File: src/rtl/modport_slave_pkg.sv
// Shared types and constants for the modport_slave AXI4-Lite register file.
package modport_slave_pkg;

  typedef logic [1:0] axi_resp_t;

  localparam axi_resp_t RESP_OKAY   = 2'b00;
  localparam axi_resp_t RESP_SLVERR = 2'b10;

  // Write channel: wait for AW+W together, one-cycle ready, then hold B.
  typedef enum logic [1:0] {
    W_IDLE = 2'b00,
    W_ACK  = 2'b01,
    W_RESP = 2'b10
  } wr_state_t;

  // Read channel: wait for AR, one-cycle ready, then hold R.
  typedef enum logic [1:0] {
    R_IDLE = 2'b00,
    R_ACK  = 2'b01,
    R_DATA = 2'b10
  } rd_state_t;

endpackage

File: src/rtl/modport_slave_if.sv
// AXI4-Lite bus bundle with master and slave views.
interface modport_slave_if #(
  parameter int N_BYTES    = 4,
  parameter int ADDR_WIDTH = 12
) ();

  logic [ADDR_WIDTH-1:0] AWADDR;
  logic [2:0]            AWPROT;
  logic                  AWVALID;
  logic                  AWREADY;

  logic [8*N_BYTES-1:0]  WDATA;
  logic [N_BYTES-1:0]    WSTRB;
  logic                  WVALID;
  logic                  WREADY;

  logic [1:0]            BRESP;
  logic                  BVALID;
  logic                  BREADY;

  logic [ADDR_WIDTH-1:0] ARADDR;
  logic [2:0]            ARPROT;
  logic                  ARVALID;
  logic                  ARREADY;

  logic [8*N_BYTES-1:0]  RDATA;
  logic [1:0]            RRESP;
  logic                  RVALID;
  logic                  RREADY;

  modport master (
    output AWADDR, AWPROT, AWVALID, input AWREADY,
    output WDATA, WSTRB, WVALID,    input WREADY,
    input  BRESP, BVALID,           output BREADY,
    output ARADDR, ARPROT, ARVALID, input ARREADY,
    input  RDATA, RRESP, RVALID,    output RREADY
  );

  modport slave (
    input  AWADDR, AWPROT, AWVALID, output AWREADY,
    input  WDATA, WSTRB, WVALID,    output WREADY,
    output BRESP, BVALID,           input BREADY,
    input  ARADDR, ARPROT, ARVALID, output ARREADY,
    output RDATA, RRESP, RVALID,    input RREADY
  );

endinterface

File: src/rtl/modport_slave.sv
// AXI4-Lite slave register file: N_REGS words, byte-strobe writes,
// single-outstanding independent read and write channels.
// Build option MODPORT_SLAVE_SLVERR_EN: out-of-range accesses answer SLVERR
// instead of OKAY (writes are dropped and reads return 0 either way).
//
//  write state | meaning
//  W_IDLE      | waiting for AWVALID and WVALID together
//  W_ACK       | AWREADY/WREADY high; handshake edge updates the register
//  W_RESP      | BVALID high until BREADY
//
//  read state  | meaning
//  R_IDLE      | waiting for ARVALID
//  R_ACK       | ARREADY high; handshake edge captures RDATA/RRESP
//  R_DATA      | RVALID high, RDATA/RRESP held until RREADY
module modport_slave
  import modport_slave_pkg::*;
#(
  parameter int N_BYTES    = 4,
  parameter int ADDR_WIDTH = 12,
  parameter int N_REGS     = 16
) (
  input  logic           ACLK,
  input  logic           ARESET,
  modport_slave_if.slave bus
);

  localparam int DW  = 8 * N_BYTES;
  localparam int LSB = $clog2(N_BYTES);
  localparam int IW  = ADDR_WIDTH - LSB;
  localparam int RIW = (N_REGS > 1) ? $clog2(N_REGS) : 1;

`ifdef MODPORT_SLAVE_SLVERR_EN
  localparam axi_resp_t RESP_OOR = RESP_SLVERR;
`else
  localparam axi_resp_t RESP_OOR = RESP_OKAY;
`endif

  wr_state_t wr_state_q, wr_state_d;
  rd_state_t rd_state_q, rd_state_d;
  axi_resp_t bresp_q, bresp_d;
  axi_resp_t rresp_q, rresp_d;
  logic [DW-1:0] rdata_q, rdata_d;
  logic [DW-1:0] regs_q [N_REGS];
  logic          reg_we;

  // Word index decode; low byte-lane address bits are ignored.
  logic [IW-1:0]  aw_idx, ar_idx;
  logic [RIW-1:0] aw_ridx, ar_ridx;
  logic           aw_in_range, ar_in_range;

  assign aw_idx      = bus.AWADDR[ADDR_WIDTH-1:LSB];
  assign ar_idx      = bus.ARADDR[ADDR_WIDTH-1:LSB];
  assign aw_ridx     = aw_idx[RIW-1:0];
  assign ar_ridx     = ar_idx[RIW-1:0];
  assign aw_in_range = (32'(aw_idx) < 32'(N_REGS));
  assign ar_in_range = (32'(ar_idx) < 32'(N_REGS));

  // Protection bits and byte-lane address bits carry no meaning here.
  logic unused_bits;
  assign unused_bits = ^{bus.AWPROT, bus.ARPROT,
                         bus.AWADDR[LSB-1:0], bus.ARADDR[LSB-1:0]};

  // Bus outputs decode straight from the state and response flops.
  assign bus.AWREADY = (wr_state_q == W_ACK);
  assign bus.WREADY  = (wr_state_q == W_ACK);
  assign bus.BVALID  = (wr_state_q == W_RESP);
  assign bus.BRESP   = bresp_q;
  assign bus.ARREADY = (rd_state_q == R_ACK);
  assign bus.RVALID  = (rd_state_q == R_DATA);
  assign bus.RDATA   = rdata_q;
  assign bus.RRESP   = rresp_q;

  // Write channel next state, response and register write enable.
  always_comb begin
    wr_state_d = wr_state_q;
    bresp_d    = bresp_q;
    reg_we     = 1'b0;
    case (wr_state_q)
      W_IDLE: begin
        if (bus.AWVALID && bus.WVALID) wr_state_d = W_ACK;
      end
      W_ACK: begin
        // A master that withdrew a valid just loses this slot and retries.
        if (bus.AWVALID && bus.WVALID) begin
          reg_we     = aw_in_range;
          bresp_d    = aw_in_range ? RESP_OKAY : RESP_OOR;
          wr_state_d = W_RESP;
        end else begin
          wr_state_d = W_IDLE;
        end
      end
      W_RESP: begin
        if (bus.BREADY) wr_state_d = W_IDLE;
      end
      default: wr_state_d = W_IDLE;
    endcase
  end

  // Write channel state and response registers.
  always_ff @(posedge ACLK or posedge ARESET) begin
    if (ARESET) begin
      wr_state_q <= W_IDLE;
      bresp_q    <= RESP_OKAY;
    end else begin
      wr_state_q <= wr_state_d;
      bresp_q    <= bresp_d;
    end
  end

  // Read channel next state; data is sampled from the pre-write register
  // contents, so a same-edge write to the same word is not visible yet.
  always_comb begin
    rd_state_d = rd_state_q;
    rdata_d    = rdata_q;
    rresp_d    = rresp_q;
    case (rd_state_q)
      R_IDLE: begin
        if (bus.ARVALID) rd_state_d = R_ACK;
      end
      R_ACK: begin
        if (bus.ARVALID) begin
          rdata_d    = ar_in_range ? regs_q[ar_ridx] : '0;
          rresp_d    = ar_in_range ? RESP_OKAY : RESP_OOR;
          rd_state_d = R_DATA;
        end else begin
          rd_state_d = R_IDLE;
        end
      end
      R_DATA: begin
        if (bus.RREADY) rd_state_d = R_IDLE;
      end
      default: rd_state_d = R_IDLE;
    endcase
  end

  // Read channel state, data and response registers.
  always_ff @(posedge ACLK or posedge ARESET) begin
    if (ARESET) begin
      rd_state_q <= R_IDLE;
      rdata_q    <= '0;
      rresp_q    <= RESP_OKAY;
    end else begin
      rd_state_q <= rd_state_d;
      rdata_q    <= rdata_d;
      rresp_q    <= rresp_d;
    end
  end

  // Register array with per-byte strobe merge.
  always_ff @(posedge ACLK or posedge ARESET) begin
    if (ARESET) begin
      for (int r = 0; r < N_REGS; r++) regs_q[r] <= '0;
    end else if (reg_we) begin
      for (int b = 0; b < N_BYTES; b++) begin
        if (bus.WSTRB[b]) regs_q[aw_ridx][8*b +: 8] <= bus.WDATA[8*b +: 8];
      end
    end
  end

endmodule

File: src/flat_wrapper.sv
// flat-port wrapper written by rule: the top's interface ports become plain ports
module modport_slave_flat import modport_slave_pkg::*;
#(
  parameter int N_BYTES    = 4,
  parameter int ADDR_WIDTH = 12,
  parameter int N_REGS     = 16
)
  (ACLK, ARESET, bus_AWADDR, bus_AWPROT, bus_AWVALID, bus_AWREADY, bus_WDATA, bus_WSTRB, bus_WVALID, bus_WREADY, bus_BRESP, bus_BVALID, bus_BREADY, bus_ARADDR, bus_ARPROT, bus_ARVALID, bus_ARREADY, bus_RDATA, bus_RRESP, bus_RVALID, bus_RREADY);
  modport_slave_if #(.N_BYTES(N_BYTES), .ADDR_WIDTH(ADDR_WIDTH)) bus_i ();
  input  logic ACLK;
  input  logic ARESET;
  input wire logic [$bits(bus_i.AWADDR)-1:0] bus_AWADDR;
  input wire logic [$bits(bus_i.AWPROT)-1:0] bus_AWPROT;
  input wire logic [$bits(bus_i.AWVALID)-1:0] bus_AWVALID;
  output wire logic [$bits(bus_i.AWREADY)-1:0] bus_AWREADY;
  input wire logic [$bits(bus_i.WDATA)-1:0] bus_WDATA;
  input wire logic [$bits(bus_i.WSTRB)-1:0] bus_WSTRB;
  input wire logic [$bits(bus_i.WVALID)-1:0] bus_WVALID;
  output wire logic [$bits(bus_i.WREADY)-1:0] bus_WREADY;
  output wire logic [$bits(bus_i.BRESP)-1:0] bus_BRESP;
  output wire logic [$bits(bus_i.BVALID)-1:0] bus_BVALID;
  input wire logic [$bits(bus_i.BREADY)-1:0] bus_BREADY;
  input wire logic [$bits(bus_i.ARADDR)-1:0] bus_ARADDR;
  input wire logic [$bits(bus_i.ARPROT)-1:0] bus_ARPROT;
  input wire logic [$bits(bus_i.ARVALID)-1:0] bus_ARVALID;
  output wire logic [$bits(bus_i.ARREADY)-1:0] bus_ARREADY;
  output wire logic [$bits(bus_i.RDATA)-1:0] bus_RDATA;
  output wire logic [$bits(bus_i.RRESP)-1:0] bus_RRESP;
  output wire logic [$bits(bus_i.RVALID)-1:0] bus_RVALID;
  input wire logic [$bits(bus_i.RREADY)-1:0] bus_RREADY;
  assign bus_i.AWADDR = bus_AWADDR;
  assign bus_i.AWPROT = bus_AWPROT;
  assign bus_i.AWVALID = bus_AWVALID;
  assign bus_AWREADY = bus_i.AWREADY;
  assign bus_i.WDATA = bus_WDATA;
  assign bus_i.WSTRB = bus_WSTRB;
  assign bus_i.WVALID = bus_WVALID;
  assign bus_WREADY = bus_i.WREADY;
  assign bus_BRESP = bus_i.BRESP;
  assign bus_BVALID = bus_i.BVALID;
  assign bus_i.BREADY = bus_BREADY;
  assign bus_i.ARADDR = bus_ARADDR;
  assign bus_i.ARPROT = bus_ARPROT;
  assign bus_i.ARVALID = bus_ARVALID;
  assign bus_ARREADY = bus_i.ARREADY;
  assign bus_RDATA = bus_i.RDATA;
  assign bus_RRESP = bus_i.RRESP;
  assign bus_RVALID = bus_i.RVALID;
  assign bus_i.RREADY = bus_RREADY;
  modport_slave #(.N_BYTES(N_BYTES), .ADDR_WIDTH(ADDR_WIDTH), .N_REGS(N_REGS)) u_core (.ACLK(ACLK), .ARESET(ARESET), .bus(bus_i));
endmodule
File: config.mk
export PLATFORM = sky130hd
export DESIGN_NAME = modport_slave_flat
export DESIGN_NICKNAME = d
export VERILOG_FILES = /design/src/rtl/modport_slave_pkg.sv /design/src/rtl/modport_slave_if.sv /design/src/rtl/modport_slave.sv /design/src/flat_wrapper.sv
export SDC_FILE = /design/constraint.sdc
export NUM_CORES = 1
export LEC_CHECK = 0
export CAP_MARGIN = 25
export CORE_MARGIN = 5
export CORE_UTILIZATION = 65
export DETAILED_ROUTE_END_ITERATION = 10
export HOLD_SLACK_MARGIN = 0.06
export PLACE_DENSITY = 0.87
export SLEW_MARGIN = 20
export SYNTH_ARGS = -nofsm -noshare
export SYNTH_HDL_FRONTEND = slang
export SYNTH_SLANG_ARGS = --single-unit
File: constraint.sdc
create_clock -name ACLK -period 35.7 [get_ports ACLK]
set_input_delay 3.57 -clock ACLK [delete_from_list [all_inputs] [get_ports ACLK]]
set_output_delay 3.57 -clock ACLK [all_outputs]
set_load 0.05 [all_outputs]
# Word-level counts from Yosys, hierarchy flattened
# Cells that the tools add are included.
# word_totals
ff_bits,548
inputBits,73
out_inout_bits,41
# classes
n_bitwise,2
n_eq_ne,8
n_lt_le_gt_ge,5
muxes,33
reduce_logical,7
# op_table
operator,n
512-bit two-way mux,7
512-bit bitwise mux,4
32-bit demux with 4-bit select,4
32-bit binary-select mux with 4-bit select,1
32-bit two-way mux,4
24-bit two-way mux,1
"10-bit by 5-bit < comparator with 1-bit output, second input constant",2
16-bit two-way mux,1
2-bit two-way mux,6
2-bit one-hot mux with 3 select lines,2
"5-bit greater-or-equal comparator, second input constant",2
4-bit NOT with 5-bit output,2
8-bit two-way mux,1
"2-bit by 1-bit inequality test with 1-bit output, second input constant",3
2-bit AND reduction,3
"5-bit by 1-bit < comparator with 1-bit output, second input constant",1
"2-bit by 1-bit == test with 1-bit output, second input constant",2
"2-bit == test, second input constant",2
2-bit zero test,2
1-bit logical AND,2
1-bit two-way mux,2
"2-bit inequality test, second input constant",1

# Longest topological paths before layout
# Gate-level depths: netlist of run 1.
# logic_depth
word_depth,16
mapped_depth,7
depth_no_buf,4

# Least setup slack after synthesis of run 1
# OpenSTA, ideal clock, no wires.
# synth_timing
path_kind,input to register
startpoint,in bus_AWADDR[6]
endpoint,reg u_core.regs_q[16] (netlist bit)
arrival_ps,5072
n_path_buf,1
cell_stages,5
slack_ps,30503
cell_sequence,nor4_4 > nand4_2 > buf_8 > nor2_8 > mux2_2
# synth_between
elab_chain_len,3
# synth_lines
item,line_no,rtl
start: declaration,flat_wrapper.sv:12,input wire logic [$bits(bus_i.AWADDR)-1:0] bus_AWADDR;
10-bit by 5-bit < comparator with 1-bit output,modport_slave.sv:55,assign aw_in_range = (32'(aw_idx) < 32'(N_REGS));
1-bit two-way mux,modport_slave.sv:84,if (bus.AWVALID && bus.WVALID) begin
1-bit two-way mux,modport_slave.sv:78,case (wr_state_q)
end signal: indexed assignment,modport_slave.sv:155,if (bus.WSTRB[b]) regs_q[aw_ridx][8*b +: 8] <= bus.WDATA[8*b +: 8];
end: declaration,modport_slave.sv:43,logic [DW-1:0] regs_q [N_REGS];
# No other way between the ends.
# A chain may end at the register's enable or synchronous reset.

# Final worst setup path of run 1
# layout_timing
startpoint,in bus_ARADDR[5]
endpoint,reg u_core.rdata_q[17] (netlist: u_core.bus.RDATA[17])
# layout_between
elab_chain_len,5
elab_cells_between_ends,6
cone_classes,order compare: 1; mux: 4; bitwise: 1
# layout_lines
item,line_no,rtl
start: declaration,flat_wrapper.sv:23,input wire logic [$bits(bus_i.ARADDR)-1:0] bus_ARADDR;
4-bit NOT with 5-bit output (not written as such),modport_slave.sv:122,rdata_d = ar_in_range ? regs_q[ar_ridx] : '0;
32-bit binary-select mux with 4-bit select,modport_slave.sv:122,
32-bit two-way mux (not written as such) (2 in series),modport_slave.sv:122,
32-bit two-way mux (*),modport_slave.sv:122,
end signal: assignment,modport_slave.sv:144,rdata_q <= rdata_d;
end: declaration,modport_slave.sv:42,"logic [DW-1:0] rdata_q, rdata_d;"
# Every way passes the cells marked *; elsewhere a longest branch is shown, timed or not. The select of a mux whose other input is x is not followed.

==> results of run 1 <==
[power by group through the flow]
stage | Clock [mW] | Sequential, mW | Combinational [mW]
6_report | 0.575 | 0.623 | 0.0577
5_1_grt | 0.610 | 0.622 | 0.0628
4_1_cts | 0.584 | 0.623 | 0.0578
3_5_place_dp | 0 | 0.634 | 0.0576
3_3_place_gp | 0 | 0.634 | 0.0563
2_1_floorplan | 0 | 0.635 | 0.0371
[kinds of logic after synthesis]
kind of cell	after synthesis	share of synthesized area, %
other	1	0.0148
muxes	736	38.1
and+or+nand+nor	135	5.25
buffers and inverters	90	1.75
DFF	548	54.2
AOI/OAI and AO/OA	34	0.682
[state kept, by name, summed over array words and instances (netlist names)]
register and cells:
u_core.bus.RDATA 32, u_core.regs_q 512, u_core.wr_state_q 2, u_core.rd_state_q 2
[layer usage]
| metal | up-vias | part of all wire [%] | track usage [%] |
|---|---|---|---|
| li1 | 5906 | - | - |
| met2 | 352 | 49 | 41.9 |
| met1 | 7355 | 41 | 35.1 |
| met4 | 8 | 3.6 | 8.91 |
| met5 | - | 0.078 | 0 |
| met3 | 129 | 6.1 | 6.91 |
[area by class of cell]
type                    count  share of cell area (%)
clock inverters            14                   0.618
repair buffers            114                    4.12
flip-flops and latches    548                    48.1
multi-input cells         909                    39.1
clock buffers              83                    5.72
inverters                   3                  0.0833
well taps                 518                    2.27
diodes                      1                 0.00877
[how the worst max path moves through the flow]
| stage | from | to | slack [ps] | cells past startpoint |
|---|---|---|---|---|
| 4_1_cts | bus_ARADDR[5] | u_core.bus.RDATA[17] | 29790 | 6 |
| 6_report | bus_ARADDR[5] | u_core.bus.RDATA[17] | 29790 | 6 |
| 5_1_grt | bus_ARADDR[5] | u_core.bus.RDATA[17] | 29630 | 6 |
| 3_3_place_gp | bus_ARADDR[5] | u_core.bus.RDATA[17] | 29190 | 6 |
| 3_5_place_dp | bus_ARADDR[5] | u_core.bus.RDATA[17] | 29170 | 6 |
| 2_1_floorplan | ARESET | u_core.bus.RDATA[0] | 16810 | 1 |
[cell usage after synthesis, drive strengths merged]
cell type	instances	area [um^2]
nor3	1	5.00
mux2i	64	641
or4	2	15.0
clkbuf	43	161
nand3	6	30.0
inv	3	11.3
nor2	67	962
a21o	1	7.51
and4b	1	10.0
o21ai	33	165
mux4	128	2880
dfrtp	548	13700
nor3b	1	7.51
mux2	544	6130
nor2b	3	18.8
nand2b	1	6.26
nand4	5	56.3
nor4	1	21.3
nand2	42	158
buf	44	269
and2b	4	30.0
conb	1	3.75
nand3b	1	7.51
[worst max-delay path, stage by stage]
cell and delay [ps]:
buf_6 670, buf_4 870, mux4_2 610, mux2i_1 250, mux2_2 210, o21ai_0 60
[stage by stage]
step / power [mW] / hold WS, ps
2_1_floorplan: 0.672 / 434
3_3_place_gp: 0.690 / 447
3_5_place_dp: 0.692 / 465
4_1_cts: 1.26 / 476
5_1_grt: 1.30 / 498
6_report: 1.26 / 474
==> impl_metrics.yaml, run 1 <==
clock_network:
  path_clk_slew_ps: 60
  cts_sinks: 548
  hold_buffers: 0
  cts_tree: "done"
  post_cts_resized: 0
  clock_latency_ps: 590
  h-tree-depth: 2
  post_cts_buffers: 0
  cts-root-buf: "clkbuf_16"
  cts_buffers: 53
  cts_max_path_buffers: 3
finish:
  fill_cells: 2362
  finalInstanceArea_um2: 28500
  instances_no_fill: 2190
  utilization_pct: 74.0
  syn_to_final_growth_pct: 12.8
  drive_gt1_share_pct: 50.6
  final_cell_mix: "548 x dfrtp_1, 544 x mux2_2, 128 x mux4_2, 95 x clkdlybuf4s50_1, 64 x mux2i_1"
  final_common_cell: "dfrtp_1"
  multi_input_area_um2: 11200
  regArea_um2: 13700
  layout.nets: 1702
sta:
  fmax_mhz: 169
  worstMarginPinSlew_ps: 951
  worst_clock_skew_ps: 20.5
  finalHoldViolations: 0
  maxSlewViolCount: 0
  rsz0062_at_grt: "no"
  fin_ws_ps: 29790
  period_minus_slack_ps: 5910
  max_slew_margin_pct: 36.6
  setup_tns_ps: 0
  setup_viol: 0
  finalCritPeriodShare_pct: 16.5
worst_setup_path:
  end_kind: "register"
  cp_max_fo: 75
  cp.arrival_ps: 6360
  worstSetupStartpointType: "input port"
  crit_required_ps: 36150
  critPathKind: "input port to register"
  r2r-end: "u_core.regs_q[435]"
  rrSetupSlack_ps: 32940
  r2r-start: "u_core.wr_state_q[1]"
  ff2ff_path_depth: 5
run:
  maxCapViolations: 0
yosys:
  syn_inst: 1544
  yosysSeqAreaShare_pct: 54.2
  ys_warn_count: 0
  synth_area_um2: 25300
  ys_types: 30
  syn_avg_cell_area_um2: 16.4
  synth_seq_cells: 548
pwr:
  p_sw_mw: 0.274
  p_per_area_nw_per_um2: 44.0
  peakVddDrop_v: 0.0000353
  pwr-share-clk_pct: 45.8
  p_leak_nw: 14.4
  switching_share_pct: 21.8
  p_int_mw: 0.982
  power_frac_seq_pct: 49.6
  power_frac_comb_pct: 4.6
grt:
  grt_pass1_vias: 15344
  grt_max_degree: 205
  grt_pass1_wl_mm: 88.4
  grt_overflow: 0
  grt_use_total_pct: 26.0
  grt_antenna_before_repair: 5
place:
  place_congestion: 0.754
  port_buffers: 99
  dp.cells: 2089
  dpl.hpwl_mm: 32.7
  post-place-ws_ps: 29170
  place_area_um2: 26600
floorplanning:
  die_w_um: 207
  core_um2: 38600
  placementRows: 72
  die_h_um: 207
  initial_core_util_pct: 65.6
  dieArea_um2: 43000
  io_pins: 114
min_path:
  hold_start: "u_core.bus.RDATA[7]"
  hp-class: "register to register"
  worstHoldEndpoint: "u_core.bus.RDATA[7]"
  hold_depth: 2
routing:
  routed_wl_mm: 55.1
  drc: 0
  dr.pass1.iters: 5
  vias_per_cell: 6.28
  drt-initial-drc-count: 791
  final_antenna_net_count: 0
  wire_per_inst_um: 25.1
  num_vias: 13750
run_status:
  status: "finished clean"
Note: power is estimated with default switching activity, not from simulation.
==> inputs of run 2 (changes only) <==
CORE_UTILIZATION = 55   (was 65)
PLACE_DENSITY = 0.78   (was 0.87)
clock period = 5.31 ns   (was 35.7 ns; I/O delays follow)
==> run 2 against run 1 <==
Effect of this change:
- non-clock buffer count increased by 5
- sequential cell count unchanged
- critical path depth decreased by 2
- die area increased by 17%
- critical path type is now register to register
- largest cell class unchanged
==> impl_metrics.yaml, run 2 (synthesis gave the netlist of run 1 again) <==
worst_setup_path:
  cp.arrival_ps: 3620
  max_stage_delay_ps: 820
  cp_cell_sequence: "and4b_1 > nand4_2 > nor2_2 > mux2_2"
  critPathKind: "register to register"
  end_kind: "register"
  crit_required_ps: 5780
  cp_max_fo: 12
  worstSetupStartpointType: "register"
  cp_slowest_cell: "nor2_2"
clock_network:
  path_clk_slew_ps: 60
  post_cts_resized: 0
  hold_buffers: 0
  cts_tree: "done"
  post_cts_buffers: 0
  h-tree-depth: 2
  cts-root-buf: "clkbuf_16"
  clock_latency_ps: 600
  cts_max_path_buffers: 3
  cts_buffers: 56
  cts_sinks: 548
pwr:
  power_frac_seq_pct: 50.1
  power_frac_comb_pct: 4.7
  total_power_mw: 8.36
  pwr-share-clk_pct: 45.2
  switching_share_pct: 22.1
  p_per_area_nw_per_um2: 292
  p_int_mw: 6.51
  p_leak_nw: 14.4
  peakVddDrop_v: 0.000224
  p_sw_mw: 1.85
sta:
  finalCritPeriodShare_pct: 59.2
  setup_viol: 0
  fmax_mhz: 318
  finalHoldViolations: 0
  worstMarginPinSlew_ps: 951
  maxSlewViolCount: 0
  rsz0062_at_grt: "no"
  holdWs_ps: 289
  worst_clock_skew_ps: 14.6
  max_slew_margin_pct: 36.6
  fin_ws_ps: 2170
  period_minus_slack_ps: 3140
  setup_tns_ps: 0
place:
  post-place-ws_ps: 1480
  dpl.hpwl_mm: 33.2
  port_buffers: 99
  place_congestion: 0.757
finish:
  final_cell_mix: "548 x dfrtp_1, 544 x mux2_2, 128 x mux4_2, 95 x clkdlybuf4s50_1, 64 x mux2i_1"
  layout.nets: 1710
  regArea_um2: 13700
  top_register: "u_core.regs_q"
  largest_reg_flops: 512
  drive_gt1_share_pct: 50.5
  final_common_cell: "dfrtp_1"
  multi_input_area_um2: 11200
  fill_cells: 3306
  syn_to_final_growth_pct: 13.2
  utilization_pct: 63.0
floorplanning:
  die_h_um: 225
  die_w_um: 225
  io_pins: 114
  dieArea_um2: 50400
  initial_core_util_pct: 55.6
  core_um2: 45500
  placementRows: 78
routing:
  dr.pass1.iters: 5
  routed_wl_mm: 53.3
  num_vias: 13571
  wire_per_inst_um: 23.4
  vias_per_cell: 5.96
  drc: 0
  drt-initial-drc-count: 845
  final_antenna_net_count: 0
grt:
  grt_antenna_before_repair: 4
  grt_max_degree: 172
  grt_pass1_wl_mm: 85.8
  grt_pass1_vias: 14805
  grt_overflow: 0
  grt_use_total_pct: 21.6
run_status:
  status: "finished clean"
min_path:
  hp-class: "input port to asynchronous set/reset pin"
run:
  maxCapViolations: 0
run 2: cell count changes in the layout (fill, tap and decap cells not counted):
cell and change:
clkinv_2 +2, clkbuf_1 +4, clkbuf_16 +2, bufinv_16 -2, buf_4 +3, buf_12 +2, inv_6 -1, clkinv_8 -1
clkbuf_8 -4
run 2: path summary, 6_finish.rpt:
check	startpoint	end	slack, ps	cells after the start
setup / recovery	u_core.wr_state_q[1]	u_core.regs_q[365]	2170	4
hold / removal	ARESET	u_core.bus.RDATA[28]	290	2
setup reg to reg	u_core.wr_state_q[1]	u_core.regs_q[365]	2170	4
hold reg to reg	u_core.wr_state_q[1]	u_core.wr_state_q[0]	470	1
max in group asynchronous	ARESET	u_core.regs_q[386]	3500	4
min in group ACLK	u_core.wr_state_q[1]	u_core.wr_state_q[0]	470	1
run 2: area by class of cell:
type                       count  share of cell area (%)
antenna                        1                 0.00874
clock buffer                  85                    5.73
clock inverter                12                   0.384
inverter                       3                  0.0524
multi-input combinational    909                    39.0
sequential                   548                    47.9
tap                          600                    2.62
timing repair buffer         119                    4.33
run 2: power by group through the flow:
stage / registers (mW) / logic, mW / clock network [mW]
2_1_floorplan: 4.27 / 0.250 / 0
5_1_grt: 4.19 / 0.433 / 4.04
3_3_place_gp: 4.26 / 0.391 / 0
4_1_cts: 4.19 / 0.402 / 3.87
6_report: 4.19 / 0.396 / 3.78
3_5_place_dp: 4.26 / 0.401 / 0
run 2: per-layer routing:
metal	part of all wire, %	vias up	global-route usage [%]
li1	-	5914	-
met1	44	7325	30.4
met2	50	240	35.2
met3	4.8	86	4.63
met4	2.0	6	4.75
met5	0.071	-	0
run 2: stage by stage:
step / std cells / cell area, um^2
2_1_floorplan: 1547 / 25300
3_3_place_gp: 2177 / 26800
3_5_place_dp: 2177 / 26800
4_1_cts: 2274 / 28600
5_1_grt: 2276 / 28600
6_report: 2277 / 28600
run 2: worst max-delay path, delay by kind of cell (launching register included):
kind	cells	cell delay [ps]
flip-flops	1	400
AND/OR/NAND/NOR	3	2190
multiplexers	1	410
